`config.mk`:
```
export PLATFORM = sky130hd
export DESIGN_NAME = vram_access_arbiter
export DESIGN_NICKNAME = d
export VERILOG_FILES = /design/src/rtl/vram_access_arbiter.sv
export SDC_FILE = /design/constraint.sdc
export NUM_CORES = 1
export LEC_CHECK = 0
export ABC_AREA = 1
export CAP_MARGIN = 20
export CORE_MARGIN = 8
export CORE_UTILIZATION = 47
export CTS_CLUSTER_DIAMETER = 100
export CTS_CLUSTER_SIZE = 16
export DETAILED_ROUTE_END_ITERATION = 10
export GPL_ROUTABILITY_DRIVEN = 0
export PLACE_DENSITY = 0.88
export SLEW_MARGIN = 15
export SYNTH_ARGS = -nofsm -noshare
export SYNTH_HDL_FRONTEND = slang
export SYNTH_SLANG_ARGS = --single-unit
```
`constraint.sdc`:
```
create_clock -name clk -period 4.5 [get_ports clk]
set_input_delay 1.35 -clock clk [delete_from_list [all_inputs] [get_ports clk]]
set_output_delay 1.35 -clock clk [all_outputs]
set_load 0.02 [all_outputs]
```
`src/rtl/vram_access_arbiter.sv`:
```
// Arbitrates the single-port frame-buffer VRAM between the display row prefetcher
// (fixed priority, fixed-length bursts) and the host pixel writer (gap filler).
module vram_access_arbiter #(
  parameter int ROW_W      = 7,
  parameter int ROWS       = 96,
  parameter int LINE_WORDS = 16,
  parameter int ADDR_W     = 11,
  parameter int DATA_W     = 16,
  localparam int IDX_W     = $clog2(LINE_WORDS)
) (
  input  logic              clk,
  input  logic              reset,
  input  logic              disp_req,
  input  logic [ROW_W-1:0]  disp_row,
  output logic              disp_busy,
  output logic              disp_rd_valid,
  output logic [IDX_W-1:0]  disp_rd_idx,
  output logic [DATA_W-1:0] disp_rd_data,
  output logic              disp_overrun,
  input  logic              host_wr_valid,
  input  logic [ADDR_W-1:0] host_wr_addr,
  input  logic [DATA_W-1:0] host_wr_data,
  output logic              host_wr_ready,
  output logic              mem_en,
  output logic              mem_we,
  output logic [ADDR_W-1:0] mem_addr,
  output logic [DATA_W-1:0] mem_wdata,
  input  logic [DATA_W-1:0] mem_rdata
);

  typedef enum logic [1:0] {IDLE, DISP_BURST, DISP_DRAIN, HOST_WR} state_t;

  localparam logic [IDX_W-1:0] LAST_IDX = IDX_W'(LINE_WORDS - 1);

  state_t            state, state_d;
  logic [IDX_W-1:0]  word_cnt, word_cnt_d;
  logic [ROW_W-1:0]  cur_row, cur_row_d;
  logic [ROW_W-1:0]  pend_row;
  logic              pending;
  logic              req_ok;
  logic              start_burst;
  logic              mem_en_d, mem_we_d;
  logic [ADDR_W-1:0] mem_addr_d;
  logic [DATA_W-1:0] mem_wdata_d;

  function automatic logic [ADDR_W-1:0] row_addr(input logic [ROW_W-1:0] row,
                                                 input logic [IDX_W-1:0] idx);
    return ADDR_W'({row, idx});
  endfunction

  assign req_ok        = disp_req && (32'(disp_row) < ROWS);
  assign start_burst   = (state == IDLE) && (pending || req_ok);
  // Ready is held low during reset so every output reads 0 while reset is asserted.
  assign host_wr_ready = !reset && (state == IDLE) && !pending && !req_ok;
  assign disp_busy     = (state == DISP_BURST) || (state == DISP_DRAIN);
  assign disp_rd_data  = disp_rd_valid ? mem_rdata : '0;

  always_comb begin
    state_d     = state;
    word_cnt_d  = word_cnt;
    cur_row_d   = cur_row;
    mem_en_d    = 1'b0;
    mem_we_d    = 1'b0;
    mem_addr_d  = mem_addr;
    mem_wdata_d = mem_wdata;
    case (state)
      IDLE: begin
        if (start_burst) begin
          state_d    = DISP_BURST;
          cur_row_d  = pending ? pend_row : disp_row;
          word_cnt_d = '0;
          mem_en_d   = 1'b1;
          mem_addr_d = row_addr(cur_row_d, '0);
        end else if (host_wr_valid && host_wr_ready) begin
          state_d     = HOST_WR;
          mem_en_d    = 1'b1;
          mem_we_d    = 1'b1;
          mem_addr_d  = host_wr_addr;
          mem_wdata_d = host_wr_data;
        end
      end
      DISP_BURST: begin
        if (word_cnt == LAST_IDX) begin
          state_d    = DISP_DRAIN;
          word_cnt_d = '0;
        end else begin
          word_cnt_d = word_cnt + IDX_W'(1);
          mem_en_d   = 1'b1;
          mem_addr_d = row_addr(cur_row, word_cnt_d);
        end
      end
      DISP_DRAIN: state_d = IDLE;
      HOST_WR:    state_d = IDLE;
      default:    state_d = IDLE;
    endcase
  end

  always_ff @(posedge clk or posedge reset) begin
    if (reset) begin
      state     <= IDLE;
      word_cnt  <= '0;
      cur_row   <= '0;
      mem_en    <= 1'b0;
      mem_we    <= 1'b0;
      mem_addr  <= '0;
      mem_wdata <= '0;
    end else begin
      state     <= state_d;
      word_cnt  <= word_cnt_d;
      cur_row   <= cur_row_d;
      mem_en    <= mem_en_d;
      mem_we    <= mem_we_d;
      mem_addr  <= mem_addr_d;
      mem_wdata <= mem_wdata_d;
    end
  end

  // One request may wait behind the active burst; anything beyond that is dropped.
  always_ff @(posedge clk or posedge reset) begin
    if (reset) begin
      pending      <= 1'b0;
      pend_row     <= '0;
      disp_overrun <= 1'b0;
    end else if (start_burst) begin
      pending <= 1'b0;
      if (pending && req_ok) disp_overrun <= 1'b1;
    end else if (req_ok) begin
      if (pending) begin
        disp_overrun <= 1'b1;
      end else begin
        pending  <= 1'b1;
        pend_row <= disp_row;
      end
    end
  end

  always_ff @(posedge clk or posedge reset) begin
    if (reset) begin
      disp_rd_valid <= 1'b0;
      disp_rd_idx   <= '0;
    end else begin
      disp_rd_valid <= mem_en && !mem_we;
      disp_rd_idx   <= (mem_en && !mem_we) ? word_cnt : '0;
    end
  end

endmodule
```
==> results by group, run 1 <==
Yosys
  • Count of different cell masters after synthesis: 27
  • Largest family of logic cells by synthesized area: simple AND/OR/NAND/NOR gates
  • Area leader, netlist: dfrtp_1
  • Cells after synthesis: roughly 330
  • Post-synthesis average cell area: 8.26 µm²
  • Post-synth top area share: 0.519
  • Mapped Nets: 385
  • Synth area leaders: dfrtp_1 52%, nand2_1 21%, nand3_1 4.4%
  • #FFs+latches synth: 56
  • Area share of and/or/nand/nor cells after synthesis: 0.283
  • Synth Area in Adders: 0.0185
  • Seq/Total Area, Yosys: 0.519
  • Synth Area in Compound Gates: 0.0547
  • XOR/XNOR Fraction of Synth Area: 0.00324
  • Yosys Warn Count: 0
  • Multiplexer area fraction after synthesis: 0.0292
  • Post-Syn Area: 2700 µm²

Cells and area
  • Ant diodes: 0
  • Share of layout cells above drive strength 1: 0.0789
  • Design area: slightly below 4000 µm²
  • Syn-to-layout area delta: 43.0%
  • Core Util, Final: 0.697
  • Fin nets: ~490

Clock tree
  • Clk root buf: clkbuf_8
  • Postcts setup bufs: 0
  • Clk buf depth: 2
  • Clock transition at path regs: 0.09 ns
  • H-tree depth: 2
  • Clk sink count: 56
  • Worst skew pair latency: 0.31 ns
  • CTS tree: built
  • Num CTS Buffers: 5
  • CTS resizes: 0
  • # hold bufs at CTS: 0

Pwr
  • Worst VDD drop: 382 µV
  • Total power: 2610 µW
  • PD cells: 675 nW/µm²
  • LEAKAGE: a little under 0.002 µW

Worst setup path
  • Worst path arrival time: ~2.8 ns
  • Setup CP Type: in2out
  • Worst Setup Start Kind: primary input
  • WP data required: 3.15 ns
  • Crit path capture type: output port
  • Critical-path maximum fanout: 3

Timing
  • Skew final: just under 0.008 ns
  • RSZ-0062 raised after global routing: false
  • Worst slew pin tran: 0.742 ns
  • Final setup violation count: 0
  • Slew HR: 0.504
  • Max Clock Freq: 240 MHz
  • Crit share post-route: 0.928
  • Final min period: around 4.2 ns
  • Total Neg Setup Slack: 0 ns
  • Final slew viol count: 0
  • Hold Fails Final Rpt: 0
  • Worst hold slack: 0.444 ns

Hold path
  • Hold crit path type: reg2reg

Floorplanning
  • Die width: 91.8 µm
  • Row count: 27
  • Die area: 8430 µm²
  • Die Y: approximately 92 µm
  • Core footprint: 5540 µm²
  • # IOs: 107
  • Starting density of the core: 0.488

Global route
  • Largest net degree at the start of global routing: 38
  • Vias in the first global route: 2382
  • GR Overflow Total: 0
  • Initial antenna violation count: 0
  • First-pass GRT wire length: 11.7 mm
  • GRT Util Overall: 0.169

Drt
  • Via density: just under 5
  • Drt total wl: approximately 7.2 mm
  • DRT iter0 DRCs: 145
  • Drt wl/cell: 14.3 µm
  • Vias: 2463
  • Pre-Repair DR Iteration Count: 4
  • Final ANT Viol Nets: 0
  • DRC Markers: 0

Flow run
  • Max-cap violation count: 0

Placement
  • Port bufs: between 100 and 150
  • Dpl cell area: around 3800 µm²
  • Final HPWL DP: 5.56 mm

Status
  • Status: finished clean
## worst paths after layout
path,slack [ns],end,cells past startpoint,start
min in group asynchronous,1.57,disp_overrun$_DFFE_PP0P_,2,reset
worst max-delay path,0.33,host_wr_ready,6,disp_row[6]
worst min-delay path,0.44,disp_rd_valid$_DFF_PP0_,1,mem_we$_DFF_PP0_
max in group asynchronous,2.19,cur_row[3]$_DFFE_PP0P_,3,reset
worst max register to register,2.22,mem_addr[9]$_DFFE_PP0P_,10,state[1]$_DFFE_PP0P_
worst min register to register,0.44,disp_rd_valid$_DFF_PP0_,1,mem_we$_DFF_PP0_
## layout make-up
| class | count | area [µm²] |
|---|---|---|
| clock buffer | 6 | 82.6 |
| inverter | 37 | 146 |
| multi-input combinational | 221 | 1050 |
| tap | 72 | 90.1 |
| sequential | 56 | 1400 |
| timing repair buffer | 109 | 1080 |
| fill | 447 | 1680 |
| clock inverter | 2 | 10.0 |
## layer usage
metal,routed length (µm),global-route usage,vias to the layer above
met4,74,0.0550,0
met2,3380,0.272,90
li1,-,-,1209
met5,0,0,-
met3,471,0.0448,6
met1,3250,0.217,1158
## cell usage after synthesis, drive strengths merged
master and count:
nand3 26, clkinv 1, mux2 7, o21bai 1
a21boi 1, clkbuf 4, ha 4, nand2 152
o31ai 1, dfrtp 56, inv 36, o21ai 13
buf 9, a31oi 2, nor3 1, nor2 7
xor2 1, a21oi 5
## sequential cells by signal, summed over array words and instances (netlist names)
name / cells
mem_we: 1
mem_wdata: 16
mem_en: 1
word_cnt: 4
pend_row: 7
cur_row: 7
disp_rd_valid: 1
disp_rd_idx: 4
disp_overrun: 1
state: 2
pending: 1
mem_addr: 11
## per-stage QoR
step / instances / worst slack, ns
floorplan: 327 / 1.22
global placement: 495 / 0.324
detailed placement: 495 / 0.342
CTS: 503 / 0.330
global route: 503 / 0.243
finish: 503 / 0.325
## cells by family after synthesis
group	Yosys count
buffers and inverters	50
DFF	56
xor gates and xnor gates	1
and+or+nand+nor	186
AOI/OAI and AO/OA	23
muxes	7
adders and majority gates	4
## power breakdown
group	internal, µW	switching, µW
Clock	123	157
Sequential	727	140
Combinational	617	845
Total	1470	1140
## placed cells by master, fill, tap and decap left out, drive strengths merged, types with 4 or more instances in the layout
cell type      netlist  routed
mux2                 7       7
ha                   4       4
a21oi                5       5
nor2                 7       7
dfrtp               56      56
clkdlybuf4s50        0     106
nand2              152     152
clkbuf               4       6
nand3               26      26
inv                 36      36
o21ai               13      13
## critical path, stage by stage
cell and delay, ns:
clkdlybuf4s50_1 0.50, nand2_1 0.07, nand2_2 0.08, nand3_4 0.09, nor2_1 0.11, clkdlybuf4s50_1 0.62
Note: power is estimated with default switching activity, not from simulation.
==> inputs of run 2 (changes only) <==
CTS_CLUSTER_DIAMETER = not set   (was 100)
==> results of run 2 <==
The final DEF is identical to that of run 1; final timing and power are the same.
==> inputs of run 3 (changes only) <==
GPL_TIMING_DRIVEN = 0   (was not set)
HOLD_SLACK_MARGIN = 0.06   (was not set)
==> run 3 against run 2 <==
  * Clock skew about the same
  * Combinational power increased by 8%
  * Non-clock buffer count increased by 11
  * Sequential power decreased by 3.1%
  * Largest cell class unchanged
==> results by group, run 3 (same netlist as run 1, synthesis figures left out) <==
Placement
  • Port bufs: 106
  • Final HPWL DP: 5.79 mm
  • Dpl cell area: 3870 µm²

Hold path
  • Cell depth of the worst hold path: 1
  • Hold crit path type: reg2reg

Drt
  • DRC Markers: 0
  • Via density: 4.86
  • Drt wl/cell: 14.3 µm
  • Pre-Repair DR Iteration Count: 4
  • Vias: 2496
  • Final ANT Viol Nets: 0
  • Drt total wl: 7.35 mm
  • DRT iter0 DRCs: around 120

Worst setup path
  • Worst R2R Path Depth: 9
  • Max stage delay on crit path: 0.63 ns
  • Worst path arrival time: 2.92 ns
  • Critical-path maximum fanout: 6
  • Worst Setup Start Kind: primary input
  • Slowest CP cell: clkdlybuf4s50_1
  • WP depth: 6
  • Most used cell, CP: clkdlybuf4s50_1
  • WP data required: 3.15 ns
  • Crit path capture type: output port
  • CP cell instances: clkdlybuf4s50_1 > nand2_1 > nand2_2 > nand3_4 > nor2_1 > clkdlybuf4s50_1
  • Setup CP Type: in2out
  • Worst path bufs/invs: 2
  • Crit path max-delay family: buffers and inverters

Global route
  • GRT Util Overall: 0.177
  • GR Overflow Total: 0
  • Initial antenna violation count: 0
  • Vias in the first global route: 2532
  • Largest net degree at the start of global routing: 33
  • First-pass GRT wire length: 12.2 mm

Cells and area
  • Design area: about 4000 µm²
  • Area occupied by multi-input gates: ~1000 µm²
  • Syn-to-layout area delta: 46.8%
  • Filler cells: approximately 430
  • Max reg flops: 16
  • Share of layout cells above drive strength 1: 0.0928
  • Most common cell after layout, fill and taps aside: nand2_1
  • Fin nets: 499
  • Most frequent cells in the layout: 149 x nand2_1, 106 x clkdlybuf4s50_1, 56 x dfrtp_1
  • Register area: about 1400 µm²
  • Biggest register: mem_wdata
  • Ant diodes: 0
  • Core Util, Final: 0.716
  • Regs by FF count: mem_wdata x16, mem_addr x11

Clock tree
  • Clock transition at path regs: 0.09 ns
  • Worst skew pair latency: 0.30 ns
  • CTS resizes: 0
  • Num CTS Buffers: 5
  • Postcts setup bufs: 0
  • H-tree depth: 2
  • CTS tree: built
  • # hold bufs at CTS: 0
  • Clk root buf: clkbuf_8
  • Clk buf depth: 2
  • Clk sink count: 56

Pwr
  • Clock group share of total power: 0.104
  • Combinational power share: 0.584
  • Worst VDD drop: about 310 µV
  • Switching fraction of total power: 0.431
  • Int Power: 1530 µW
  • Reg power frac: 0.312
  • Sw power: 1160 µW
  • LEAKAGE: 0.00203 µW
  • PD cells: 680 nW/µm²

Floorplanning
  • Die Y: slightly above 90 µm
  • Row count: 27
  • Core footprint: 5540 µm²
  • Die area: 8430 µm²
  • Starting density of the core: 0.488
  • # IOs: 107
  • Die width: 91.8 µm

Timing
  • Worst slew pin tran: 0.564 ns
  • Final min period: 4.27 ns
  • RSZ-0062 raised after global routing: false
  • Total Neg Setup Slack: 0 ns
  • Final slew viol count: 0
  • Skew final: roughly 0.0072 ns
  • Hold Fails Final Rpt: 0
  • Slew HR: 0.623
  • Crit share post-route: 0.949
  • Final setup violation count: 0
  • Max Clock Freq: 234 MHz

Status
  • Status: finished clean

Flow run
  • Max-cap violation count: 0
-- run 3: cell count changes in the layout (fill, tap and decap cells not counted) --
cell and delta:
buf_12 +1, buf_2 +2, buf_4 -3, buf_6 +7, clkbuf_1 +4
-- run 3: metal layers --
metal | vias up | share of wire | global-route usage
li1 | 1229 | - | -
met1 | 1148 | 0.43 | 0.219
met2 | 112 | 0.48 | 0.294
met3 | 7 | 0.075 | 0.0424
met4 | 0 | 0.015 | 0.0631
met5 | - | 0 | 0
-- run 3: final cells by class --
cell class / count / share of cell area
sequential: 56 / 0.353
timing repair buffer: 107 / 0.273
multi-input combinational: 221 / 0.265
inverter: 37 / 0.0369
buffer: 13 / 0.0262
tap: 72 / 0.0227
clock buffer: 6 / 0.0208
clock inverter: 2 / 0.00252
-- run 3: final timing paths --
path / start / endpoint / slack, ns
setup / recovery: disp_row[6] / host_wr_ready / 0.23
hold / removal: mem_we$_DFF_PP0_ / disp_rd_valid$_DFF_PP0_ / 0.44
setup reg to reg: state[0]$_DFFE_PP0P_ / mem_addr[5]$_DFFE_PP0P_ / 2.76
hold reg to reg: mem_we$_DFF_PP0_ / disp_rd_valid$_DFF_PP0_ / 0.44
max in group asynchronous: reset / disp_rd_idx[0]$_DFF_PP0_ / 2.44
min in group asynchronous: reset / mem_wdata[9]$_DFFE_PP0P_ / 1.49
-- run 3: power by group through the flow --
stage / Sequential (µW) / Combinational (µW) / Clock, µW
global placement: 838 / 1530 / 0
floorplan: 995 / 816 / 0
finish: 840 / 1580 / 280
CTS: 840 / 1590 / 285
global route: 866 / 1730 / 306
detailed placement: 847 / 1580 / 0
-- run 3: through the flow --
stage          instances  setup slack (ns)  total power [µW]  hold slack, ns
2_1_floorplan        327              1.22              1810           0.442
3_3_place_gp         505             0.223              2370           0.433
3_5_place_dp         506             0.229              2430           0.431
4_1_cts              514             0.214              2710           0.443
5_1_grt              514             0.108              2910           0.460
6_report             514             0.230              2700           0.439
